[src/rtl/fifo_sequencer_pkg.sv]
// Shared definitions for the FIFO sequencer: state encoding, pointer width
// helper, default parameters and a parameter legality check.
package fifo_sequencer_pkg;

  localparam int DEF_NUM_REG   = 4;
  localparam int DEF_NUMP1     = 5;
  localparam int DEF_PAR_WRITE = 2;
  localparam int DEF_PAR_READ  = 1;

  typedef enum logic [1:0] {
    ST_INIT  = 2'd0,
    ST_RUN   = 2'd1,
    ST_FLUSH = 2'd2
  } state_t;

  // Width of pointers and occupancy: one extra bit so NUM_REG itself fits.
  function automatic int pw_of(input int num_reg);
    return $clog2(num_reg) + 1;
  endfunction

  // The pointer ring must be one slot larger than the capacity, and a single
  // beat can never move more entries than the FIFO holds.
  function automatic bit params_legal(input int num_reg, input int nump1,
                                      input int par_write, input int par_read);
    return (nump1 == num_reg + 1) && (par_write >= 1) && (par_read >= 1) &&
           (par_write <= num_reg) && (par_read <= num_reg);
  endfunction

endpackage

[src/rtl/fifo_sequencer_if.sv]
// Handshake and status bundle between a producer/consumer pair and the
// FIFO sequencer. The master side drives the requests, the slave side is
// the sequencer itself.
interface fifo_sequencer_if
  import fifo_sequencer_pkg::*;
#(
  parameter int PW = pw_of(DEF_NUM_REG)
);

  logic          flush;
  logic          wr_valid;
  logic          wr_ready;
  logic          rd_ready;
  logic          rd_valid;
  logic          wr_en;
  logic          rd_en;
  logic [PW-1:0] wr_ptr;
  logic [PW-1:0] rd_ptr;
  logic [PW-1:0] count;
  logic          full;
  logic          empty;

  modport master (
    output flush, wr_valid, rd_ready,
    input  wr_ready, rd_valid, wr_en, rd_en, wr_ptr, rd_ptr, count, full, empty
  );

  modport slave (
    input  flush, wr_valid, rd_ready,
    output wr_ready, rd_valid, wr_en, rd_en, wr_ptr, rd_ptr, count, full, empty
  );

endinterface

[src/rtl/fifo_sequencer_ring_pointer.sv]
// Modular pointer that advances by a fixed step around a ring of MOD slots.
// clear (or rst) forces it back to slot zero and wins over inc.
module ring_pointer #(
  parameter int PW   = 3,
  parameter int STEP = 1,
  parameter int MOD  = 5
) (
  input  logic          clk,
  input  logic          rst,
  input  logic          clear,
  input  logic          inc,
  output logic [PW-1:0] ptr
);

  localparam logic [PW:0] STEP_W = STEP[PW:0];
  localparam logic [PW:0] MOD_W  = MOD[PW:0];

  logic [PW:0]   sum;
  logic [PW-1:0] ptr_next;

  // Wrapped successor, computed one bit wider so ptr+STEP cannot overflow.
  always_comb begin
    sum      = {1'b0, ptr} + STEP_W;
    ptr_next = (sum >= MOD_W) ? PW'(sum - MOD_W) : PW'(sum);
  end

  // Pointer register: reset/clear to zero, otherwise step on inc.
  always_ff @(posedge clk) begin
    if (rst || clear) begin
      ptr <= '0;
    end else if (inc) begin
      ptr <= ptr_next;
    end
  end

endmodule

[src/rtl/fifo_sequencer.sv]
// FIFO control sequencer: tracks read/write addresses and occupancy for a
// FIFO whose producer writes PAR_WRITE entries per beat and whose consumer
// reads PAR_READ entries per beat. INIT and FLUSH are one-cycle states that
// leave everything cleared; handshakes are only honoured in RUN.
module fifo_sequencer
  import fifo_sequencer_pkg::*;
#(
  parameter int NUM_REG   = DEF_NUM_REG,
  parameter int NUMP1     = DEF_NUMP1,
  parameter int PAR_WRITE = DEF_PAR_WRITE,
  parameter int PAR_READ  = DEF_PAR_READ
) (
  input  logic              clk,
  input  logic              rst,
  fifo_sequencer_if.slave   bus
);

  localparam int PW = pw_of(NUM_REG);

  localparam logic [PW:0]   WSTEP_W = PAR_WRITE[PW:0];
  localparam logic [PW:0]   RSTEP_W = PAR_READ[PW:0];
  localparam logic [PW:0]   NUM_W   = NUM_REG[PW:0];
  localparam logic [PW-1:0] NUM_P   = NUM_REG[PW-1:0];
  localparam logic [PW-1:0] RSTEP_P = PAR_READ[PW-1:0];

  if (!params_legal(NUM_REG, NUMP1, PAR_WRITE, PAR_READ)) begin : g_illegal
    $error("fifo_sequencer: illegal NUM_REG/NUMP1/PAR_WRITE/PAR_READ combination");
  end

  state_t        state_q;
  state_t        state_d;
  logic          active;
  logic          run_ok;
  logic          wr_ready;
  logic          rd_valid;
  logic          wr_en;
  logic          rd_en;
  logic [PW-1:0] count;

  // State register; reset always lands in INIT.
  always_ff @(posedge clk) begin
    if (rst) begin
      state_q <= ST_INIT;
    end else begin
      state_q <= state_d;
    end
  end

  // Next state and handshake qualification. A flush in RUN blocks the beat
  // in the same cycle and also clears the pointers at that edge, so the
  // FLUSH cycle already shows an empty FIFO.
  always_comb begin
    state_d  = state_q;
    active   = (state_q == ST_RUN) && !rst;
    run_ok   = active && !bus.flush;
    wr_ready = run_ok && (({1'b0, count} + WSTEP_W) <= NUM_W);
    rd_valid = run_ok && (count >= RSTEP_P);
    wr_en    = bus.wr_valid && wr_ready;
    rd_en    = bus.rd_ready && rd_valid;
    case (state_q)
      ST_INIT:  state_d = ST_RUN;
      ST_RUN:   state_d = bus.flush ? ST_FLUSH : ST_RUN;
      ST_FLUSH: state_d = ST_RUN;
      default:  state_d = ST_INIT;
    endcase
  end

  // Occupancy register; both strobes are qualified against the current
  // count, so the one-bit-wider sum never wraps.
  always_ff @(posedge clk) begin
    if (rst || !run_ok) begin
      count <= '0;
    end else begin
      count <= PW'({1'b0, count} + (wr_en ? WSTEP_W : '0) - (rd_en ? RSTEP_W : '0));
    end
  end

  ring_pointer #(
    .PW   (PW),
    .STEP (PAR_WRITE),
    .MOD  (NUMP1)
  ) u_wr_ptr (
    .clk   (clk),
    .rst   (rst),
    .clear (!run_ok),
    .inc   (wr_en),
    .ptr   (bus.wr_ptr)
  );

  ring_pointer #(
    .PW   (PW),
    .STEP (PAR_READ),
    .MOD  (NUMP1)
  ) u_rd_ptr (
    .clk   (clk),
    .rst   (rst),
    .clear (!run_ok),
    .inc   (rd_en),
    .ptr   (bus.rd_ptr)
  );

  assign bus.wr_ready = wr_ready;
  assign bus.rd_valid = rd_valid;
  assign bus.wr_en    = wr_en;
  assign bus.rd_en    = rd_en;
  assign bus.count    = count;
  assign bus.full     = active && (count == NUM_P);
  assign bus.empty    = !active || (count == '0);

endmodule
[src/flat_wrapper.sv]
// flat-port wrapper written by rule: the top's interface ports become plain ports
module fifo_sequencer_flat import fifo_sequencer_pkg::*;
#(
  parameter int NUM_REG   = DEF_NUM_REG,
  parameter int NUMP1     = DEF_NUMP1,
  parameter int PAR_WRITE = DEF_PAR_WRITE,
  parameter int PAR_READ  = DEF_PAR_READ
)
  (clk, rst, bus_flush, bus_wr_valid, bus_rd_ready, bus_wr_ready, bus_rd_valid, bus_wr_en, bus_rd_en, bus_wr_ptr, bus_rd_ptr, bus_count, bus_full, bus_empty);
  fifo_sequencer_if bus_i ();
  input  logic clk;
  input  logic rst;
  input wire logic [$bits(bus_i.flush)-1:0] bus_flush;
  input wire logic [$bits(bus_i.wr_valid)-1:0] bus_wr_valid;
  input wire logic [$bits(bus_i.rd_ready)-1:0] bus_rd_ready;
  output wire logic [$bits(bus_i.wr_ready)-1:0] bus_wr_ready;
  output wire logic [$bits(bus_i.rd_valid)-1:0] bus_rd_valid;
  output wire logic [$bits(bus_i.wr_en)-1:0] bus_wr_en;
  output wire logic [$bits(bus_i.rd_en)-1:0] bus_rd_en;
  output wire logic [$bits(bus_i.wr_ptr)-1:0] bus_wr_ptr;
  output wire logic [$bits(bus_i.rd_ptr)-1:0] bus_rd_ptr;
  output wire logic [$bits(bus_i.count)-1:0] bus_count;
  output wire logic [$bits(bus_i.full)-1:0] bus_full;
  output wire logic [$bits(bus_i.empty)-1:0] bus_empty;
  assign bus_i.flush = bus_flush;
  assign bus_i.wr_valid = bus_wr_valid;
  assign bus_i.rd_ready = bus_rd_ready;
  assign bus_wr_ready = bus_i.wr_ready;
  assign bus_rd_valid = bus_i.rd_valid;
  assign bus_wr_en = bus_i.wr_en;
  assign bus_rd_en = bus_i.rd_en;
  assign bus_wr_ptr = bus_i.wr_ptr;
  assign bus_rd_ptr = bus_i.rd_ptr;
  assign bus_count = bus_i.count;
  assign bus_full = bus_i.full;
  assign bus_empty = bus_i.empty;
  fifo_sequencer #(.NUM_REG(NUM_REG), .NUMP1(NUMP1), .PAR_WRITE(PAR_WRITE), .PAR_READ(PAR_READ)) u_core (.clk(clk), .rst(rst), .bus(bus_i));
endmodule
[config.mk]
export PLATFORM = sky130hd
export DESIGN_NAME = fifo_sequencer_flat
export DESIGN_NICKNAME = d
export VERILOG_FILES = /design/src/rtl/fifo_sequencer_pkg.sv /design/src/rtl/fifo_sequencer_if.sv /design/src/rtl/fifo_sequencer_ring_pointer.sv /design/src/rtl/fifo_sequencer.sv /design/src/flat_wrapper.sv
export SDC_FILE = /design/constraint.sdc
export NUM_CORES = 1
export LEC_CHECK = 0
export ABC_AREA = 1
export CORE_MARGIN = 3
export CORE_UTILIZATION = 40
export CTS_BUF_LIST = sky130_fd_sc_hd__clkbuf_4
export CTS_CLUSTER_SIZE = 25
export DETAILED_ROUTE_END_ITERATION = 16
export PLACE_DENSITY = 0.77
export SLEW_MARGIN = 15
export SYNTH_ARGS = -nofsm -noshare
export SYNTH_HDL_FRONTEND = slang
export SYNTH_SLANG_ARGS = --single-unit
export TNS_END_PERCENT = 1
[constraint.sdc]
create_clock -name clk -period 4.2 [get_ports clk]
set_clock_uncertainty 0.15 [all_clocks]
set_input_delay 0.42 -clock clk [delete_from_list [all_inputs] [get_ports clk]]
set_output_delay 0.42 -clock clk [all_outputs]
set_load 0.02 [all_outputs]
### Word-level counts from Yosys, hierarchy flattened

Cells that the tools add are included.

| word-level totals | value |
|---|---|
| flip-flop bits (word level) | 11 |
| output and inout bits | 15 |
| word-level logic and storage cells | 40 |

| operators by class | value |
|---|---|
| $add $sub $neg | 7 |
| order comparisons | 4 |
| equality and inequality tests | 3 |
| multiplexer cells | 6 |
| reduce and logical (&&, ||, !) cells | 16 |

Operators with widths:

| kind | number |
|---|---|
| 3-bit by 2-bit adder with 4-bit output, second input constant | 2 |
| 4-bit by 3-bit >= comparator with 1-bit output, second input constant | 2 |
| 1-bit logical AND | 7 |
| 3-bit 2-to-1 mux | 2 |
| 3-bit subtractor, second input constant | 2 |
| 3-bit by 1-bit adder with 4-bit output, second input constant | 1 |
| 4-bit by 3-bit <= comparator with 1-bit output, second input constant | 1 |
| 1-bit zero test | 4 |
| 2-bit 2-to-1 mux | 2 |
| 2-bit case mux with 2 select lines | 1 |
| 3-bit adder | 1 |
| 3-bit equality test, second input constant | 1 |
| 3-bit by 1-bit >= comparator with 1-bit output, second input constant | 1 |
| 3-bit zero test | 1 |
| 3-bit subtractor | 1 |
| 2-bit by 1-bit equality test with 1-bit output, second input constant | 1 |
| 2-bit equality test, second input constant | 1 |
| 2-bit zero test | 1 |
| 1-bit logical OR | 2 |
| 2-bit OR reduction | 1 |
| 1-bit 2-to-1 mux | 1 |

### Longest topological paths before layout

| depth | value |
|---|---|
| word-level depth | 8 |
| depth in mapped cells | 11 |
| mapped depth without buffers | 11 |

### Hierarchy

From an unflattened synthesis, not the netlist that was laid out.

| unflattened totals | value |
|---|---|
| cells, all modules | 122 |
| area, all modules | 817.0 sq um |

Modules (own cells, without submodules):

| module | instances | cells each | area an instance (sq um) | seq. area each (sq um) |
|---|---|---|---|---|
| fifo_sequencer | 1 | 54 | 369.1 | 100.1 |
| ring_pointer at u_core.u_wr_ptr | 1 | 32 | 227.7 | 60.1 |
| ring_pointer at u_core.u_rd_ptr | 1 | 36 | 220.2 | 60.1 |

### Worst setup path before layout

Ideal clock, no wire load.

| timing path | value |
|---|---|
| kind | register to register |
| start | register u_core.count[1] (netlist: u_core.bus.count[1]) |
| end | register u_core.count[2] (netlist: u_core.bus.count[2]) |
| arrival time | 1.981 ns |
| required time | 3.929 ns |
| path slack | 1.949 ns |
| stages on the path, launching flop included | 12 |
| path buffers | 0 |
| clock period less this slack | 2.251 ns |
| cells stage by stage | dfxtp_1 inv_1 ha_1 inv_1 nand2_1 nand4_4 ha_1 inv_1 ha_1 xnor2_1 o21ai_0 a21oi_1 |

| on the way | value |
|---|---|
| word-level cells in the longest chain between the ends | 7 |

Ends and longest elaborated chain:

| what | RTL line | source |
|---|---|---|
| start: declaration | fifo_sequencer.sv:38 | `logic [PW-1:0] count;` |
| start signal: assignment | fifo_sequencer.sv:74 | `count <= PW'({1'b0, count} + (wr_en ? WSTEP_W : '0) - (rd_en ? RSTEP_W : '0));` |
| 3-bit by 2-bit adder with 4-bit output | fifo_sequencer.sv:56 | `wr_ready = run_ok && (({1'b0, count} + WSTEP_W) <= NUM_W);` |
| 4-bit by 3-bit <= comparator with 1-bit output | fifo_sequencer.sv:56 |  |
| 1-bit logical AND | fifo_sequencer.sv:56 |  |
| 1-bit logical AND | fifo_sequencer.sv:58 | `wr_en = bus.wr_valid && wr_ready;` |
| 2-bit 2-to-1 mux | fifo_sequencer.sv:74 |  |
| 3-bit adder | fifo_sequencer.sv:74 |  |
| 3-bit subtractor (*) | fifo_sequencer.sv:74 |  |

Mark *: on every way between the ends. The rest lies on a longest branch, timed or not.
A chain may end at the register's enable or synchronous reset.

### Worst setup path in the final report

| timing path | value |
|---|---|
| start | register u_core.count[2] (netlist: u_core.bus.count[2]) |
| end | output bus_wr_en |

| on the way | value |
|---|---|
| word-level cells in the longest chain between the ends | 4 |

Ends and longest elaborated chain:

| what | RTL line | source |
|---|---|---|
| 3-bit by 2-bit adder with 4-bit output | fifo_sequencer.sv:56 |  |
| 4-bit by 3-bit <= comparator with 1-bit output | fifo_sequencer.sv:56 |  |
| 1-bit logical AND | fifo_sequencer.sv:56 |  |
| 1-bit logical AND | fifo_sequencer.sv:58 |  |
| end: declaration | flat_wrapper.sv:18 | `output wire logic [$bits(bus_i.wr_en)-1:0] bus_wr_en;` |

Every way passes these cells.

==> results.json <==
{
  "status": "finished, final reports clean",
  "path_cells": "inv_1, ha_1, inv_1, nand2_1, nand4_4, clkinv_2, clkdlybuf4s50_1",
  "synthTopCellsByArea": "dfxtp_1 (29%), ha_1 (16%), nand2_1 (12%), inv_1 (11%), nor2_1 (6.8%)",
  "end_kind": "primary output",
  "tightest_slew_ps": 236,
  "ys_seq_elements": 11,
  "htree_levels": 1,
  "cts_num_sinks": 11,
  "synth.top_cell.area_share_pct": 28.5,
  "io_buffers": 19,
  "synth_cell_type_count": 18,
  "final-hold-violation-count": 0,
  "synth_nets": 124,
  "cap_violations": 0,
  "cts_buffers": 3,
  "layout_commonest_cell": "nand2_1",
  "drc": 0,
  "power_density_mw_per_mm2": 201,
  "yosys_warnings": 0,
  "power_mw": 0.206,
  "syn_area_per_cell_sq_um": 7.15,
  "grt-ovfl-total": 0,
  "slew_violations": 0,
  "vias": 704,
  "dr.first_iter.drc_count": 5,
  "diodes": 0,
  "routedWlPerCell_microns": 9.63,
  "setup_viol": 0,
  "ios": 20,
  "finalNonFillerCells": 156,
  "drt.antenna.violating_nets": 0,
  "coreArea_sq_mm": 0.00178,
  "synth_area_leader_cell": "dfxtp_1",
  "hold_slack_ps": 357,
  "clk_pin_slew_worst_paths_ps": 70,
  "min_period_ps": 2640,
  "grt_max_degree": 9,
  "die-area_sq_mm": 0.00249,
  "hold_class": "register to register",
  "clockRootBuffer": "clkbuf_4",
  "synth_cells": 108,
  "path_max_fanout": 6,
  "die_x_microns": 49.9,
  "dpl-instance-area_sq_um": 993,
  "initial_core_util_pct": 43.3,
  "max_stage_delay_ps": 590,
  "die_h_microns": 49.9,
  "rsz0062_at_grt": "false",
  "post-route-period-util_pct": 62.9,
  "final_area_sq_mm": 0.00102,
  "antenna_found_initial": 0,
  "layout_common_cells": "nand2_1 (24), inv_1 (22), clkdlybuf4s50_1 (19), nor2_1 (14), dfxtp_1 (11)",
  "post_cts_buffers": 0,
  "final_layout_size_suffix_gt1_share_pct": 7.63,
  "startpoint_type": "register",
  "cts.path.max_buffers": 2,
  "first_pass_iters": 4,
  "cpMostUsedCell": "inv_1",
  "grt_pass1_wl_mm": 2.59,
  "power_leakage_nw": 0.449,
  "ir_worst_vdd_uv": 114,
  "cts.repair.resized": 0,
  "syn_area_sq_um": 772,
  "grt_pass1_vias": 652,
  "dp_hpwl_mm": 1.24,
  "max_freq_mhz": 379,
  "crit_required_ps": 3630,
  "setup_tns_ps": 0,
  "grt_use_total_pct": 13.8,
  "ys_seq_area_share_pct": 28.5,
  "clock_latency_ps": 270,
  "rows": 15,
  "slew_headroom_pct": 84.2,
  "fin_nets": 148,
  "cts_tree": "yes",
  "worst_path_max_delay_cell": "clkdlybuf4s50_1",
  "ctsHoldBuffers": 0,
  "detail_route.vias_per_cell": 4.51,
  "criticalPathCategory": "register to primary output",
  "drt_wl_total_mm": 1.50,
  "dp_cells": 152,
  "synthToLayoutAreaGrowth_pct": 32.6,
  "cp_data_arrival_time_ps": 2070,
  "gp_congestion": 0.805
}
[routing by layer]
metal  track usage, %  wire, microns  up-vias
met4             11.1             51        0
met2             22.2            697       15
met5                0              0        -
li1                 -              -      380
met3             3.02             62        5
met1             15.3            691      304
[final timing paths]
check        cells after the start  slack, ps                 from             endpoint
max                              7       1560  u_core.bus.count[2]            bus_wr_en
min                              1        360    u_core.state_q[0]    u_core.state_q[0]
max reg2reg                     11       1940  u_core.bus.count[2]  u_core.bus.count[2]
min reg2reg                      1        360    u_core.state_q[0]    u_core.state_q[0]
[where the power goes]
| group | switching [mW] | leakage (nW) | internal (mW) | total (mW) |
|---|---|---|---|---|
| sequential | 0.00138 | 0.0891 | 0.106 | 0.107 |
| combinational | 0.0106 | 0.342 | 0.00865 | 0.0193 |
| clock | 0.0364 | 0.0184 | 0.0433 | 0.0796 |
| total | 0.0484 | 0.449 | 0.157 | 0.206 |
[synthesized netlist by cell type]
library cell,count
a21oi_1,5
clkinv_2,1
dfxtp_1,11
fa_1,1
ha_1,10
inv_1,22
nand2_1,24
nand2_2,2
nand3_1,2
nand3_2,1
nand4_1,2
nand4_4,1
nor2_1,14
nor2_8,1
nor3_1,1
o21a_1,1
o21ai_0,7
xnor2_1,2
[through the flow]
step,setup WS [ps],util [%]
floorplan,1950,-
global route,1380,57.4
detailed placement,1590,55.7
CTS,1530,57.4
global placement,1610,55.7
finish,1560,57.4
[state kept, by name (all words and copies together) (netlist names)]
name and flops:
u_core.bus.count 3, u_core.u_rd_ptr.ptr 3, u_core.u_wr_ptr.ptr 3, u_core.state_q 2
[final cells by class]
type / count / area (sq um)
Timing Repair Buffer: 19 / 190
Multi-Input combinational cell: 74 / 464
Clock buffer: 4 / 30.0
Sequential cell: 11 / 220
Fill cell: 165 / 759
Inverter: 23 / 87.6
Tap cell: 25 / 31.3
[kinds of logic (layout without fill, tap and decap cells)]
kind of cell / after synthesis / in the layout / synth area share (%)
AND/OR/NAND/NOR: 48 / 48 / 30.3
XOR/XNOR: 2 / 2 / 2.27
AO/OA/AOI/OAI: 13 / 13 / 8.75
buffers and inverters: 23 / 46 / 11.3
flip-flops: 11 / 11 / 28.5
adder cells (fa/ha/maj): 11 / 11 / 18.8
[critical path: cells and delay by family (launching register included)]
| family | cells | cell delay (ps) |
|---|---|---|
| buffers and inverters | 4 | 810 |
| DFF | 1 | 430 |
| adders and majority gates | 1 | 300 |
| and+or+nand+nor | 2 | 260 |
Note: power is estimated with default switching activity, not from simulation.
